[src/rtl/key_repeat_filter_if.sv]
// key_repeat_filter_if: bundles the PS/2 byte input, the repeat enable and
// the cleaned key-event outputs of key_repeat_filter.
//
// Signals:
//   ps2_code   - received scan-code byte, qualified by ps2_valid
//   ps2_valid  - one-cycle strobe for a new byte
//   repeat_en  - level, 1 enables auto-repeat pulses
//   key_pulse  - one-cycle key event strobe (initial press or repeat)
//   key_code   - code of the currently or last held key
//   key_ext    - held key was E0-prefixed
//   key_down   - a key is currently held
//   stable_key - key_code stretched after each pulse, 0 otherwise
//
// Handshake: ps2_valid is a strobe with no ready. The filter accepts a byte
// on every rising clock edge where ps2_valid is 1, and ps2_code only matters
// on those edges. key_pulse is likewise a strobe with no back-pressure; the
// consumer must take it in the cycle it is high.
//
// Modports: master drives the byte stream and repeat_en (receiver side or
// bench), slave is the filter itself.

interface key_repeat_filter_if #(
  parameter int CODE_W = 8
);
  logic [CODE_W-1:0] ps2_code;
  logic              ps2_valid;
  logic              repeat_en;
  logic              key_pulse;
  logic [CODE_W-1:0] key_code;
  logic              key_ext;
  logic              key_down;
  logic [CODE_W-1:0] stable_key;

  modport master (
    output ps2_code, ps2_valid, repeat_en,
    input  key_pulse, key_code, key_ext, key_down, stable_key
  );

  modport slave (
    input  ps2_code, ps2_valid, repeat_en,
    output key_pulse, key_code, key_ext, key_down, stable_key
  );
endinterface

[src/rtl/key_repeat_filter.sv]
// key_repeat_filter: turns raw one-cycle PS/2 scan-code strobes into clean
// game key events. Decodes E0 (extended) and F0 (break) prefixes, tracks the
// held key, drops keyboard typematic duplicates, generates its own
// programmable auto-repeat and stretches the key code into a level output
// for slow-clock consumers.
//
// Ports:
//   clock     - system clock, rising edge
//   resetn    - asynchronous active-low reset
//   bus       - key_repeat_filter_if.slave (PS/2 input, repeat_en, outputs)
//   dbg_state - current repeat FSM state (0 IDLE, 1 DELAY, 2 REPEAT)
//
// Timing: a byte strobed in cycle n produces key_pulse in cycle n+1. The
// first repeat pulse follows the make pulse by REPEAT_DELAY cycles, later
// ones are REPEAT_PERIOD cycles apart.

module key_repeat_filter #(
  parameter int CODE_W        = 8,
  parameter int CNT_W         = 24,
  parameter int HOLD_CYCLES   = 5000000,
  parameter int REPEAT_DELAY  = 12500000,
  parameter int REPEAT_PERIOD = 5000000
) (
  input  logic                  clock,
  input  logic                  resetn,
  key_repeat_filter_if.slave    bus,
  output logic [1:0]            dbg_state
);

  // Elaboration-time parameter checks: zero counts have no meaning and every
  // load value must fit the timer width.
  if (HOLD_CYCLES < 1 || REPEAT_DELAY < 1 || REPEAT_PERIOD < 1) begin : g_zero_count
    $error("key_repeat_filter: count parameters must be non-zero");
  end
  if (CNT_W < 31 && (HOLD_CYCLES > (1 << CNT_W) || REPEAT_DELAY > (1 << CNT_W) ||
                     REPEAT_PERIOD > (1 << CNT_W))) begin : g_cnt_width
    $error("key_repeat_filter: CNT_W too small for count parameters");
  end

  typedef enum logic [1:0] {
    IDLE   = 2'd0,
    DELAY  = 2'd1,
    REPEAT = 2'd2
  } state_t;

  localparam logic [CNT_W-1:0]  DELAY_LOAD  = CNT_W'(REPEAT_DELAY - 1);
  localparam logic [CNT_W-1:0]  PERIOD_LOAD = CNT_W'(REPEAT_PERIOD - 1);
  localparam logic [CNT_W-1:0]  HOLD_LOAD   = CNT_W'(HOLD_CYCLES - 1);
  localparam logic [CNT_W-1:0]  CNT_ONE     = CNT_W'(1);

  localparam logic [CODE_W-1:0] BYTE_E0 = CODE_W'(8'hE0);
  localparam logic [CODE_W-1:0] BYTE_F0 = CODE_W'(8'hF0);
  localparam logic [CODE_W-1:0] BYTE_00 = CODE_W'(8'h00);
  localparam logic [CODE_W-1:0] BYTE_AA = CODE_W'(8'hAA);
  localparam logic [CODE_W-1:0] BYTE_EE = CODE_W'(8'hEE);
  localparam logic [CODE_W-1:0] BYTE_FA = CODE_W'(8'hFA);
  localparam logic [CODE_W-1:0] BYTE_FF = CODE_W'(8'hFF);

  state_t            state_q, state_d;
  logic [CNT_W-1:0]  timer_q, timer_d;
  logic [CNT_W-1:0]  hold_q, hold_d;
  logic              brk_pend_q, brk_pend_d;
  logic              ext_pend_q, ext_pend_d;
  logic              pulse_q, pulse_d;
  logic [CODE_W-1:0] code_q, code_d;
  logic              kext_q, kext_d;
  logic              down_q, down_d;
  logic [CODE_W-1:0] stable_q, stable_d;

  // Byte classification
  logic is_e0, is_f0, is_ignored, key_evt, held_match, make_new, brk_match;

  assign is_e0      = bus.ps2_valid && (bus.ps2_code == BYTE_E0);
  assign is_f0      = bus.ps2_valid && (bus.ps2_code == BYTE_F0);
  // Keyboard housekeeping bytes (ack, BAT, echo, errors) are not key events.
  assign is_ignored = (bus.ps2_code == BYTE_00) || (bus.ps2_code == BYTE_AA) ||
                      (bus.ps2_code == BYTE_EE) || (bus.ps2_code == BYTE_FA) ||
                      (bus.ps2_code == BYTE_FF);
  assign key_evt    = bus.ps2_valid && !is_e0 && !is_f0 && !is_ignored;

  // A key is identified by code plus E0 flag; only a held key can match.
  assign held_match = down_q && (bus.ps2_code == code_q) && (ext_pend_q == kext_q);
  // A make of the held key is keyboard typematic and is swallowed.
  assign make_new   = key_evt && !brk_pend_q && !held_match;
  assign brk_match  = key_evt &&  brk_pend_q &&  held_match;

  always_ff @(posedge clock or negedge resetn) begin
    if (!resetn) begin
      state_q    <= IDLE;
      timer_q    <= '0;
      hold_q     <= '0;
      brk_pend_q <= 1'b0;
      ext_pend_q <= 1'b0;
      pulse_q    <= 1'b0;
      code_q     <= '0;
      kext_q     <= 1'b0;
      down_q     <= 1'b0;
      stable_q   <= '0;
    end else begin
      state_q    <= state_d;
      timer_q    <= timer_d;
      hold_q     <= hold_d;
      brk_pend_q <= brk_pend_d;
      ext_pend_q <= ext_pend_d;
      pulse_q    <= pulse_d;
      code_q     <= code_d;
      kext_q     <= kext_d;
      down_q     <= down_d;
      stable_q   <= stable_d;
    end
  end

  always_comb begin
    state_d    = state_q;
    timer_d    = timer_q;
    hold_d     = hold_q;
    brk_pend_d = brk_pend_q;
    ext_pend_d = ext_pend_q;
    pulse_d    = 1'b0;
    code_d     = code_q;
    kext_d     = kext_q;
    down_d     = down_q;
    stable_d   = stable_q;

    // Prefix tracking: flags accumulate until a key event consumes them.
    if (is_e0) ext_pend_d = 1'b1;
    if (is_f0) brk_pend_d = 1'b1;
    if (key_evt) begin
      ext_pend_d = 1'b0;
      brk_pend_d = 1'b0;
    end

    // Accepted key events take priority over a repeat expiring this cycle.
    // Ignored events (typematic make, foreign break) leave the timer alone.
    if (make_new) begin
      code_d  = bus.ps2_code;
      kext_d  = ext_pend_q;
      down_d  = 1'b1;
      pulse_d = 1'b1;
      timer_d = DELAY_LOAD;
      state_d = DELAY;
    end else if (brk_match) begin
      down_d  = 1'b0;
      timer_d = '0;
      state_d = IDLE;
    end else begin
      unique case (state_q)
        DELAY: begin
          // Counts down regardless of repeat_en, then parks at 0 until enabled.
          if (timer_q != '0) begin
            timer_d = timer_q - CNT_ONE;
          end else if (bus.repeat_en) begin
            pulse_d = 1'b1;
            timer_d = PERIOD_LOAD;
            state_d = REPEAT;
          end
        end
        REPEAT: begin
          // repeat_en low freezes the timer where it is.
          if (bus.repeat_en) begin
            if (timer_q == '0) begin
              pulse_d = 1'b1;
              timer_d = PERIOD_LOAD;
            end else begin
              timer_d = timer_q - CNT_ONE;
            end
          end
        end
        default: ;
      endcase
    end

    // Hold stretcher: each pulse (re)loads, so back-to-back holds have no gap.
    if (pulse_d) begin
      stable_d = code_d;
      hold_d   = HOLD_LOAD;
    end else if (hold_q == '0) begin
      stable_d = '0;
    end else begin
      hold_d = hold_q - CNT_ONE;
    end
  end

  assign bus.key_pulse  = pulse_q;
  assign bus.key_code   = code_q;
  assign bus.key_ext    = kext_q;
  assign bus.key_down   = down_q;
  assign bus.stable_key = stable_q;
  assign dbg_state      = state_q;

endmodule
[src/flat_wrapper.sv]
// flat-port wrapper written by rule: the top's interface ports become plain ports
module key_repeat_filter_flat 
#(
  parameter int CODE_W        = 8,
  parameter int CNT_W         = 24,
  parameter int HOLD_CYCLES   = 5000000,
  parameter int REPEAT_DELAY  = 12500000,
  parameter int REPEAT_PERIOD = 5000000
)
  (clock, resetn, dbg_state, bus_ps2_code, bus_ps2_valid, bus_repeat_en, bus_key_pulse, bus_key_code, bus_key_ext, bus_key_down, bus_stable_key);
  key_repeat_filter_if #(.CODE_W(CODE_W)) bus_i ();
  input  logic clock;
  input  logic resetn;
  output logic [1:0] dbg_state;
  input wire logic [$bits(bus_i.ps2_code)-1:0] bus_ps2_code;
  input wire logic [$bits(bus_i.ps2_valid)-1:0] bus_ps2_valid;
  input wire logic [$bits(bus_i.repeat_en)-1:0] bus_repeat_en;
  output wire logic [$bits(bus_i.key_pulse)-1:0] bus_key_pulse;
  output wire logic [$bits(bus_i.key_code)-1:0] bus_key_code;
  output wire logic [$bits(bus_i.key_ext)-1:0] bus_key_ext;
  output wire logic [$bits(bus_i.key_down)-1:0] bus_key_down;
  output wire logic [$bits(bus_i.stable_key)-1:0] bus_stable_key;
  assign bus_i.ps2_code = bus_ps2_code;
  assign bus_i.ps2_valid = bus_ps2_valid;
  assign bus_i.repeat_en = bus_repeat_en;
  assign bus_key_pulse = bus_i.key_pulse;
  assign bus_key_code = bus_i.key_code;
  assign bus_key_ext = bus_i.key_ext;
  assign bus_key_down = bus_i.key_down;
  assign bus_stable_key = bus_i.stable_key;
  key_repeat_filter #(.CODE_W(CODE_W), .CNT_W(CNT_W), .HOLD_CYCLES(HOLD_CYCLES), .REPEAT_DELAY(REPEAT_DELAY), .REPEAT_PERIOD(REPEAT_PERIOD)) u_core (.clock(clock), .resetn(resetn), .bus(bus_i), .dbg_state(dbg_state));
endmodule
[config.mk]
export PLATFORM = sky130hd
export DESIGN_NAME = key_repeat_filter_flat
export DESIGN_NICKNAME = d
export VERILOG_FILES = /design/src/rtl/key_repeat_filter_if.sv /design/src/rtl/key_repeat_filter.sv /design/src/flat_wrapper.sv
export SDC_FILE = /design/constraint.sdc
export NUM_CORES = 1
export LEC_CHECK = 0
export ABC_CLOCK_PERIOD_IN_PS = 6480
export CAP_MARGIN = 20
export CORE_MARGIN = 2
export CORE_UTILIZATION = 50
export CTS_BUF_LIST = sky130_fd_sc_hd__clkbuf_8
export CTS_CLUSTER_SIZE = 30
export DETAILED_ROUTE_END_ITERATION = 10
export DONT_BUFFER_PORTS = 1
export GPL_TIMING_DRIVEN = 0
export PLACE_DENSITY = 0.74
export SYNTH_ARGS = -nofsm -noshare
export SYNTH_HDL_FRONTEND = slang
export SYNTH_SLANG_ARGS = --single-unit
[constraint.sdc]
create_clock -name clock -period 6.48 [get_ports clock]
set_input_delay 0.972 -clock clock [delete_from_list [all_inputs] [get_ports clock]]
set_output_delay 0.972 -clock clock [all_outputs]
set_load 0.01 [all_outputs]
======== After elaboration in Yosys (flattened, before gate mapping) ========
Index checks and enable logic that the tools add are counted.
operators by class
  $add $sub $neg .......................... 2
  eq/ne operators ......................... 14
  mux-type cells .......................... 30
  reduce and logical (&&, ||, !) cells .... 33
operator list
  operator                                                count
  two-way mux 24 bit                                      8
  == test 8 bit (second input constant)                   6
  logical NOT 24 bit                                      2
  one-hot mux 24 bit (2 select lines)                     1
  subtractor 24 x 1 -> 24 bit (second input constant)     2
  two-way mux 8 bit                                       3
  nonzero test 24 bit                                     1
  two-way mux 1 bit                                       12
  logical AND 1 bit                                       11
  two-way mux 2 bit                                       5
  == test 8 bit                                           1
  logical NOT 8 bit                                       1
  nonzero test 2 bit                                      4
  AND reduction 3 bit                                     2
  nonzero test 3 bit                                      2
  logical NOT 1 bit                                       5
  inequality test 5 x 2 -> 1 bit (second input constant)  1
  logical OR 1 bit                                        4
  inequality test 4 x 2 -> 1 bit (second input constant)  1
  nonzero test 4 bit                                      1
  inequality test 3 x 1 -> 1 bit (second input constant)  1
  == test 2 x 1 -> 1 bit (second input constant)          1
  == test 2 bit (second input constant)                   1
  inequality test 2 x 1 -> 1 bit (second input constant)  1
  2 further kinds                                         2
word-level totals
  bits in registers ....................... 71
  bits of input ports ..................... 12
  output and inout bits ................... 21
  word-level logic and storage cells ...... 89

======== Longest topological paths before layout ========
Gate-level depths: netlist of run 1.
  depth after elaboration ................. 12
  gate-level depth with buffers ........... 10
  depth with buffers taken out ............ 9

======== Worst setup path after synthesis of run 1 ========
Ideal clock, no wire load.
  path kind ............................... input port to flip-flop
  start point ............................. in bus_ps2_code[1]
  end point ............................... reg u_core.timer_q[18]
  library setup time ...................... 126 ps
  data arrival time ....................... 2786 ps
  required time ........................... 6354 ps
  path slack .............................. 3568 ps
  stages on the path ...................... 8
  cell sequence ........................... buf_2 -> xnor2_1 -> nand4_1 -> or4_4 -> a211oi_2 -> buf_4 -> nor2_1 -> a221o_1
on the way
  longest elaborated chain between the ends .. 11
ends and longest elaborated chain
  what                                                                 RTL line                                          RTL
  from (decl)                                                          flat_wrapper.sv:15                                input wire logic [$bits(bus_i.ps2_code)-1:0] bus_ps2_code;
  == test 8 bit or logical NOT 8 bit (tied branches)                   key_repeat_filter.sv:76                           assign is_ignored = (bus.ps2_code == BYTE_00) || (bus.ps2_code == BYTE_AA) ||
  logical OR 1 bit (2 in series)                                       key_repeat_filter.sv:76
  logical OR 1 bit (2 in series)                                       key_repeat_filter.sv:77                           (bus.ps2_code == BYTE_EE) || (bus.ps2_code == BYTE_FA) ||
  logical NOT 1 bit                                                    key_repeat_filter.sv:79                           assign key_evt = bus.ps2_valid && !is_e0 && !is_f0 && !is_ignored;
  logical AND 1 bit                                                    key_repeat_filter.sv:79
  logical AND 1 bit (on tied branches) (2 in series)                   key_repeat_filter.sv:85, key_repeat_filter.sv:84
  inequality test 5 x 2 -> 1 bit (no line) (tied with other cells)     --
  AND reduction 3 bit (no line) or two-way mux 24 bit (tied branches)  --
  to (signal assigned)                                                 key_repeat_filter.sv:101                          timer_q <= timer_d;
  to (decl)                                                            key_repeat_filter.sv:60                           logic [CNT_W-1:0] timer_q, timer_d;
Parallel ways exist; a longest one is shown, timed or not.
A chain may end at the register's enable or synchronous reset.

======== Worst setup path after layout of run 1 ========
  start point ............................. in bus_ps2_code[0]
  end point ............................... reg u_core.timer_q[20]
Same word-level chain as after synthesis.

==> results of run 1 <==
cell type report:
type	instances	share of cell area (%)
Multi-Input combinational cell	332	48.2
Sequential cell	71	41.3
Tap cell	102	2.97
Clock buffer	9	2.88
Buffer	21	2.42
Clock inverter	7	1.16
Inverter	12	1.05
worst max-delay path: stages:
cell and delay, ps:
sky130_fd_sc_hd__clkbuf_1 240, sky130_fd_sc_hd__xnor2_1 210, sky130_fd_sc_hd__nand4_1 160, sky130_fd_sc_hd__o31ai_1 440, sky130_fd_sc_hd__or3_1 160, sky130_fd_sc_hd__clkbuf_1 300
sky130_fd_sc_hd__buf_2 330, sky130_fd_sc_hd__o41ai_1 120, sky130_fd_sc_hd__a22o_1 210
routing by layer:
metal	vias to the layer above	wire [um]	share of wire, %	GRT usage, %
li1	1621	-	-	-
met1	1666	4180	46	30.0
met2	105	4260	47	35.0
met3	16	570	6.2	4.67
met4	0	131	1.4	7.72
met5	-	0	0	0
placed cells by master (no fill, tap or decap), types with 5 or more instances in the layout:
cell type / count
sky130_fd_sc_hd__o31ai_1: 12
sky130_fd_sc_hd__ha_1: 5
sky130_fd_sc_hd__xnor2_1: 19
sky130_fd_sc_hd__nor2_1: 47
sky130_fd_sc_hd__inv_1: 12
sky130_fd_sc_hd__nand3_1: 14
sky130_fd_sc_hd__clkbuf_1: 13
sky130_fd_sc_hd__o22ai_1: 10
sky130_fd_sc_hd__and2_1: 9
sky130_fd_sc_hd__o21ai_0: 17
sky130_fd_sc_hd__xor2_1: 11
sky130_fd_sc_hd__a221o_1: 10
sky130_fd_sc_hd__nor4_1: 11
sky130_fd_sc_hd__a21oi_1: 16
sky130_fd_sc_hd__o21ai_1: 6
sky130_fd_sc_hd__dfrtp_1: 71
sky130_fd_sc_hd__a21o_1: 8
sky130_fd_sc_hd__buf_2: 5
sky130_fd_sc_hd__nand2_1: 42
sky130_fd_sc_hd__nand4_1: 9
sky130_fd_sc_hd__and3_1: 8
sky130_fd_sc_hd__a22o_1: 8
sky130_fd_sc_hd__clkbuf_8: 9
sky130_fd_sc_hd__nor3_1: 15
sky130_fd_sc_hd__or3_1: 11
power groups by stage:
stage | Clock, uW | Combinational (uW) | Sequential, uW
2_1_floorplan | 0 | 53.7 | 484
3_3_place_gp | 0 | 65.0 | 488
3_5_place_dp | 0 | 67.5 | 488
4_1_cts | 325 | 67.8 | 479
5_1_grt | 347 | 76.1 | 482
6_report | 316 | 67.7 | 479
kinds of logic after synthesis:
group,after synthesis,share of synthesized area [%]
compound gates,105,18.4
xor+xnor,30,6.57
fa+ha+maj,5,1.57
buf+inv,33,3.73
flops,71,44.5
simple gates,192,25.3
registers in the layout (all words and copies together), names as in the netlist, 2 cells and up:
signal,cells
u_core.bus.key_code,8
u_core.bus.stable_key,8
u_core.dbg_state,2
u_core.hold_q,24
u_core.timer_q,24
how the worst max path moves through the flow:
stage	start	to
final	bus_ps2_code[0]	u_core.timer_q[20]$_DFFE_PN0P_
after global routing	bus_ps2_code[0]	u_core.timer_q[2]$_DFFE_PN0P_
after CTS	bus_ps2_code[4]	u_core.timer_q[20]$_DFFE_PN0P_
after detailed placement	bus_ps2_code[0]	u_core.timer_q[20]$_DFFE_PN0P_
after global placement	bus_ps2_code[1]	u_core.timer_q[19]$_DFFE_PN0P_
after floorplan	bus_ps2_code[1]	u_core.timer_q[18]$_DFFE_PN0P_
per-stage QoR:
step	instance area [um^2]	std cells	total power [uW]	util (%)	worst slack, ps
6_report	4300	554	863	55.6	3580
3_3_place_gp	4120	538	553	53.4	3270
3_5_place_dp	4120	538	555	53.4	3260
5_1_grt	4300	554	905	55.6	3330
2_1_floorplan	4000	436	538	-	3570
4_1_cts	4300	554	872	55.6	3620
==> impl_metrics.csv, run 1 <==
group,metric,value,unit
power_and_ir_drop,p_sw,238,uW
placed_design,dp_hpwl,6280,um
power_and_ir_drop,power.static_leakage,0.00164,uW
global_route,grt_start_max_net_pins,72,
run,cap_viol_max_count,0,
worst_hold_path,min_path_type,"in2async",
clocking,cts_inserted_buffers,9,
setup_path,critical_path.reg2reg.startpoint,"u_core.timer_q[0]$_DFFE_PN0P_",
layout,final_layout_size_suffix_gt1_share,7.96,%
outcome,outcome,"finished, final reports clean",
power_and_ir_drop,p_clk_share,36.6,%
global_route,antenna_found_initial,0,
sta,fin_skew,11.6,ps
synth,postSynthCellCount,436,
synth,synth_cell_types,53,
power_and_ir_drop,power_switching_share,27.5,%
drt,num_vias,3408,
synth,synth.top_cells.by_count,"71 x sky130_fd_sc_hd__dfrtp_1, 47 x sky130_fd_sc_hd__nor2_1, 42 x sky130_fd_sc_hd__nand2_1",
drt,route.final.wire_length,9150,um
floorplan,start_util,51.7,%
layout,nFillCells,682,
synth,synth-seq-cells,71,
sta,drv_slew,0,
synth,ys_top_cells_by_area,"sky130_fd_sc_hd__dfrtp_1 44%, sky130_fd_sc_hd__nor2_1 4.4%, sky130_fd_sc_hd__xnor2_1 4.2%",
placed_design,placement.io_buffers,0,
synth,share_of_flip_flops_with_an_asynchronous_set_or_reset,100,%
clocking,htree_num_levels,3,
synth,postSynthNetCount,453,
sta,post-route-min-period,2900,ps
synth,mappedNetlistArea,4000,um^2
drt,drcViolationCount,0,
clocking,worst_skew_late_latency,350,ps
placed_design,gpl.final_weighted_congestion,0.874,
sta,worst_slew_pin_slew,659,ps
synth,yosysMostFrequentCell,"sky130_fd_sc_hd__dfrtp_1",
synth,synth-edff-count,0,
clocking,path_clk_slew,80,ps
global_route,global_route_wire_length_before_repair,15200,um
global_route,grt_remaining_overflow,0,
floorplan,ioPinCount,33,
setup_path,crit_type,"in2reg",
drt,antenna_violating_nets_post_route,0,
setup_path,worst-r2r-cell-count,9,
setup_path,end_kind,"flip-flop",
synth,postSynth.topFlopCell,"sky130_fd_sc_hd__dfrtp_1",
floorplan,die-area,8720,um^2
layout,seq_area,1780,um^2
clocking,cts_tree,"built",
power_and_ir_drop,cellInternalPower,626,uW
clocking,clock_sinks,71,
setup_path,worst-r2r-setup-slack,3650,ps
sta,final_hold_viol_count,0,
clocking,post-cts-setup-buffers,0,
global_route,grt.total_usage,22.0,%
synth,synth_top_area_cell,"sky130_fd_sc_hd__dfrtp_1",
synth,share_of_yosys_cell_area_claimed_by_the_top_area_cell_type,44.5,%
clocking,cts-root-buf,"sky130_fd_sc_hd__clkbuf_8",
clocking,cts_resized,0,
floorplan,chipHeight,93.4,um
setup_path,required_time_of_the_worst_setup_path,6720,ps
floorplan,rows,32,
synth,postSynthAreaPerCell,9.17,um^2
setup_path,critical_path.reg2reg.endpoint,"u_core.bus.stable_key[5]$_DFFE_PN0P_",
clocking,cts_hold_buffers,0,
layout,layout.nets,464,
global_route,grt_pass1_vias,3138,
sta,holdWs,309,ps
power_and_ir_drop,comb_power_share,7.8,%
layout,n_antenna_cell,0,
drt,drt_iter0_markers,193,
sta,max_freq,345,MHz
drt,routedWlPerCell,16.5,um
power_and_ir_drop,cellPowerDensity,201,nW/um^2
power_and_ir_drop,ir_drop,0.000128,V
sta,worst_slew_margin_relative_to_its_limit,55.8,%
setup_path,cp_max_fo,10,
floorplan,placeableCoreArea,7730,um^2
power_and_ir_drop,pwr-share-seq,55.5,%
clocking,cts-root-to-sink-buffers,2,
synth,count_of_synthesis_stage_warnings_from_yosys,0,
sta,min_period_over_period,44.7,%
drt,routed_via_density,6.15,
drt,drt_pre_antenna_iters,5,
synth,sequential_element_share_of_the_synthesized_area,44.5,%
sta,unrepaired_setup_endpoints_after_global_routing,"no",
layout,area.growth.synth_to_final,7.55,%
sta,final.setup.tns,0,ps
sta,setup-violations-final,0,
layout,multi_input_area,2070,um^2
setup_path,critical_path.startpoint_type,"primary input",
setup_path,cp_data_arrival_time,3140,ps
floorplan,die-width,93.4,um
(Power assumes the default switching activity.)
==> run 2, diff against run 1 <==
Settings changed: ABC_CLOCK_PERIOD_IN_PS 6480 to 2700.
Clock period 6.48 ns to 2.7 ns, I/O delays scaled along.
==> run 2 against run 1 <==
Design area rose by 2.6%. Worst hold slack got worse by 36 ps. Clock power rose by 140%. Wire length rose by 0.56%. Highest routed layer unchanged. Worst setup slack got worse by 3500 ps. Critical endpoint is now u_core.timer_q[17]$_DFFE_PN0P_. Via count fell by 0.73%. Cell count rose by 0.18%.
==> impl_metrics.csv, run 2 (synthesis results as in run 1) <==
group,metric,value,unit
outcome,outcome,"finished, final reports clean",
layout,largest_registers,"u_core.hold_q: 24 flops, u_core.timer_q: 24 flops",
global_route,groute.layer.met1.usage,30.2,%
clocking,cts-root-buf,"sky130_fd_sc_hd__clkbuf_8",
setup_path,cp_data_arrival_time,2860,ps
clocking,clock_sinks,71,
clocking,htree_num_levels,3,
power_and_ir_drop,power.static_leakage,0.00169,uW
layout,finalNonFillerCells,555,
global_route,global_route_wire_length_before_repair,15300,um
setup_path,worst-r2r-setup-slack,70,ps
drt,route.final.wire_length,9200,um
clocking,cts-root-to-sink-buffers,2,
drt,routed_via_density,6.10,
sta,final.setup.tns,0,ps
layout,area.growth.synth_to_final,10.4,%
power_and_ir_drop,cellInternalPower,1510,uW
worst_hold_path,min_path_type,"in2reg",
drt,drcViolationCount,0,
layout,nFillCells,673,
drt,antenna_violating_nets_post_route,0,
clocking,path_clk_slew,80,ps
drt,drt_pre_antenna_iters,5,
clocking,worst_skew_late_latency,350,ps
drt,routedWlPerCell,16.6,um
layout,layout.nets,465,
setup_path,required_time_of_the_worst_setup_path,2930,ps
sta,fin_skew,11.0,ps
sta,unrepaired_setup_endpoints_after_global_routing,"no",
power_and_ir_drop,pwr-share-seq,54.8,%
floorplan,start_util,51.7,%
layout,seq_area,1780,um^2
floorplan,placeableCoreArea,7730,um^2
setup_path,end_kind,"flip-flop",
layout,multi_input_area,2140,um^2
layout,most_frequent_standard_cell_in_the_layout_excluding_fill_and_tap_cells,"sky130_fd_sc_hd__dfrtp_1",
global_route,grt.total_usage,22.1,%
floorplan,rows,32,
drt,drt_iter0_markers,192,
power_and_ir_drop,comb_power_share,9.3,%
power_and_ir_drop,total_power,2100,uW
setup_path,crit_type,"reg2reg",
global_route,groute.layer.met3.usage,4.43,%
sta,min_period_over_period,97.4,%
global_route,grt_most_used_layer,"met2",
global_route,antenna_found_initial,0,
power_and_ir_drop,power_switching_share,28.2,%
sta,setup-violations-final,0,
drt,num_vias,3383,
global_route,met2_routing_resource_usage_after_global_routing,35.3,%
sta,drv_slew,0,
setup_path,max_stage_delay,470,ps
sta,final_hold_viol_count,0,
global_route,grt_pass1_vias,3156,
setup_path,critical_path.startpoint_type,"flip-flop",
placed_design,gpl.final_weighted_congestion,0.874,
floorplan,ioPinCount,33,
floorplan,die-area,8720,um^2
global_route,grt_start_max_net_pins,72,
clocking,cts_tree,"built",
placed_design,numPlacedInstances,538,
power_and_ir_drop,p_clk_share,36.0,%
run,cap_viol_max_count,0,
layout,most_used_cells_in_the_layout_excluding_fill_and_tap_cells,"71 x sky130_fd_sc_hd__dfrtp_1, 46 x sky130_fd_sc_hd__nor2_1, 42 x sky130_fd_sc_hd__nand2_1",
setup_path,critical-path-slowest-cell,"sky130_fd_sc_hd__or4b_4",
floorplan,die-width,93.4,um
power_and_ir_drop,p_sw,593,uW
sta,max_freq,380,MHz
setup_path,critical_path.cell_chain,"inv_2 -> ha_1 -> or4b_4 -> or3_4 -> o31a_1 -> or2_1 -> buf_6 -> a22o_1",
global_route,grt_remaining_overflow,0,
placed_design,placement.io_buffers,0,
sta,worst_slew_margin_relative_to_its_limit,55.2,%
power_and_ir_drop,cellPowerDensity,477,nW/um^2
power_and_ir_drop,ir_drop,0.000307,V
layout,final_layout_size_suffix_gt1_share,11.7,%
placed_design,dp_hpwl,6280,um
sta,worst_slew_pin_slew,671,ps
floorplan,chipHeight,93.4,um
setup_path,cp_max_fo,8,
layout,n_antenna_cell,0,
sta,post-route-min-period,2630,ps
clocking,cts_inserted_buffers,9,
[run 2: worst max-delay path: cells and delay by family (launching register included)]
kind                       cells  cell delay [ps]
adders and majority gates      1              150
DFF                            1              440
and+or+nand+nor                3             1160
buffers and inverters          2              220
AOI/OAI and AO/OA              2              550
[run 2: power by group through the flow]
stage                     clock network [uW]  registers [uW]  logic [uW]
final                                    756            1150         195
after CTS                                780            1150         191
after global placement                     0            1170         156
after detailed placement                   0            1170         162
after global routing                     834            1160         218
after floorplan                            0            1160         129
[run 2: path summary, 6_finish.rpt]
path / start / to / cells after the start
min in group asynchronous: resetn / u_core.timer_q[13]$_DFFE_PN0P_ / 2
setup reg to reg: u_core.timer_q[0]$_DFFE_PN0P_ / u_core.timer_q[17]$_DFFE_PN0P_ / 8
setup / recovery: u_core.timer_q[0]$_DFFE_PN0P_ / u_core.timer_q[17]$_DFFE_PN0P_ / 8
max in group asynchronous: resetn / u_core.bus.stable_key[5]$_DFFE_PN0P_ / 2
hold / removal: bus_repeat_en / u_core.dbg_state[1]$_DFFE_PN0P_ / 2
hold reg to reg: u_core.timer_q[20]$_DFFE_PN0P_ / u_core.timer_q[20]$_DFFE_PN0P_ / 1
[run 2: layer usage]
layer | part of all wire (%) | up-vias | wire length [um]
li1 | - | 1623 | -
met5 | 0 | - | 0
met2 | 47 | 99 | 4330
met3 | 4.8 | 9 | 439
met4 | 1.1 | 0 | 99
met1 | 47 | 1652 | 4330
[run 2: repair_timing]
action | CTS | global route
setup endpoints to repair | 19 | 52
gates resized for setup | 5 | 22
cloned | 0 | 0
hold buffers | 2 | 0
buffers inserted | 0 | 1
hold endpoints to repair | 71 | 0
pin swaps | 1 | 0
[run 2: metrics by stage]
step / utilization, % / worst slack (ps) / hold slack (ps) / area, um^2
after CTS: 56.3 / 36.5 / 262 / 4350
after global placement: 53.4 / -13.3 / 111 / 4120
after floorplan: - / 235 / 109 / 4000
after detailed placement: 53.4 / -112 / 112 / 4120
final: 57.1 / 69.6 / 274 / 4410
after global routing: 57.1 / 0.883 / 282 / 4410
[run 2: area by class of cell]
cell class / instances / share of cell area, %
Buffer: 19 / 2.38
Clock buffer: 9 / 2.81
Clock inverter: 7 / 1.13
Inverter: 12 / 1.02
Multi-Input combinational cell: 332 / 48.5
Sequential cell: 71 / 40.3
Tap cell: 102 / 2.89
Timing Repair Buffer: 3 / 1.02
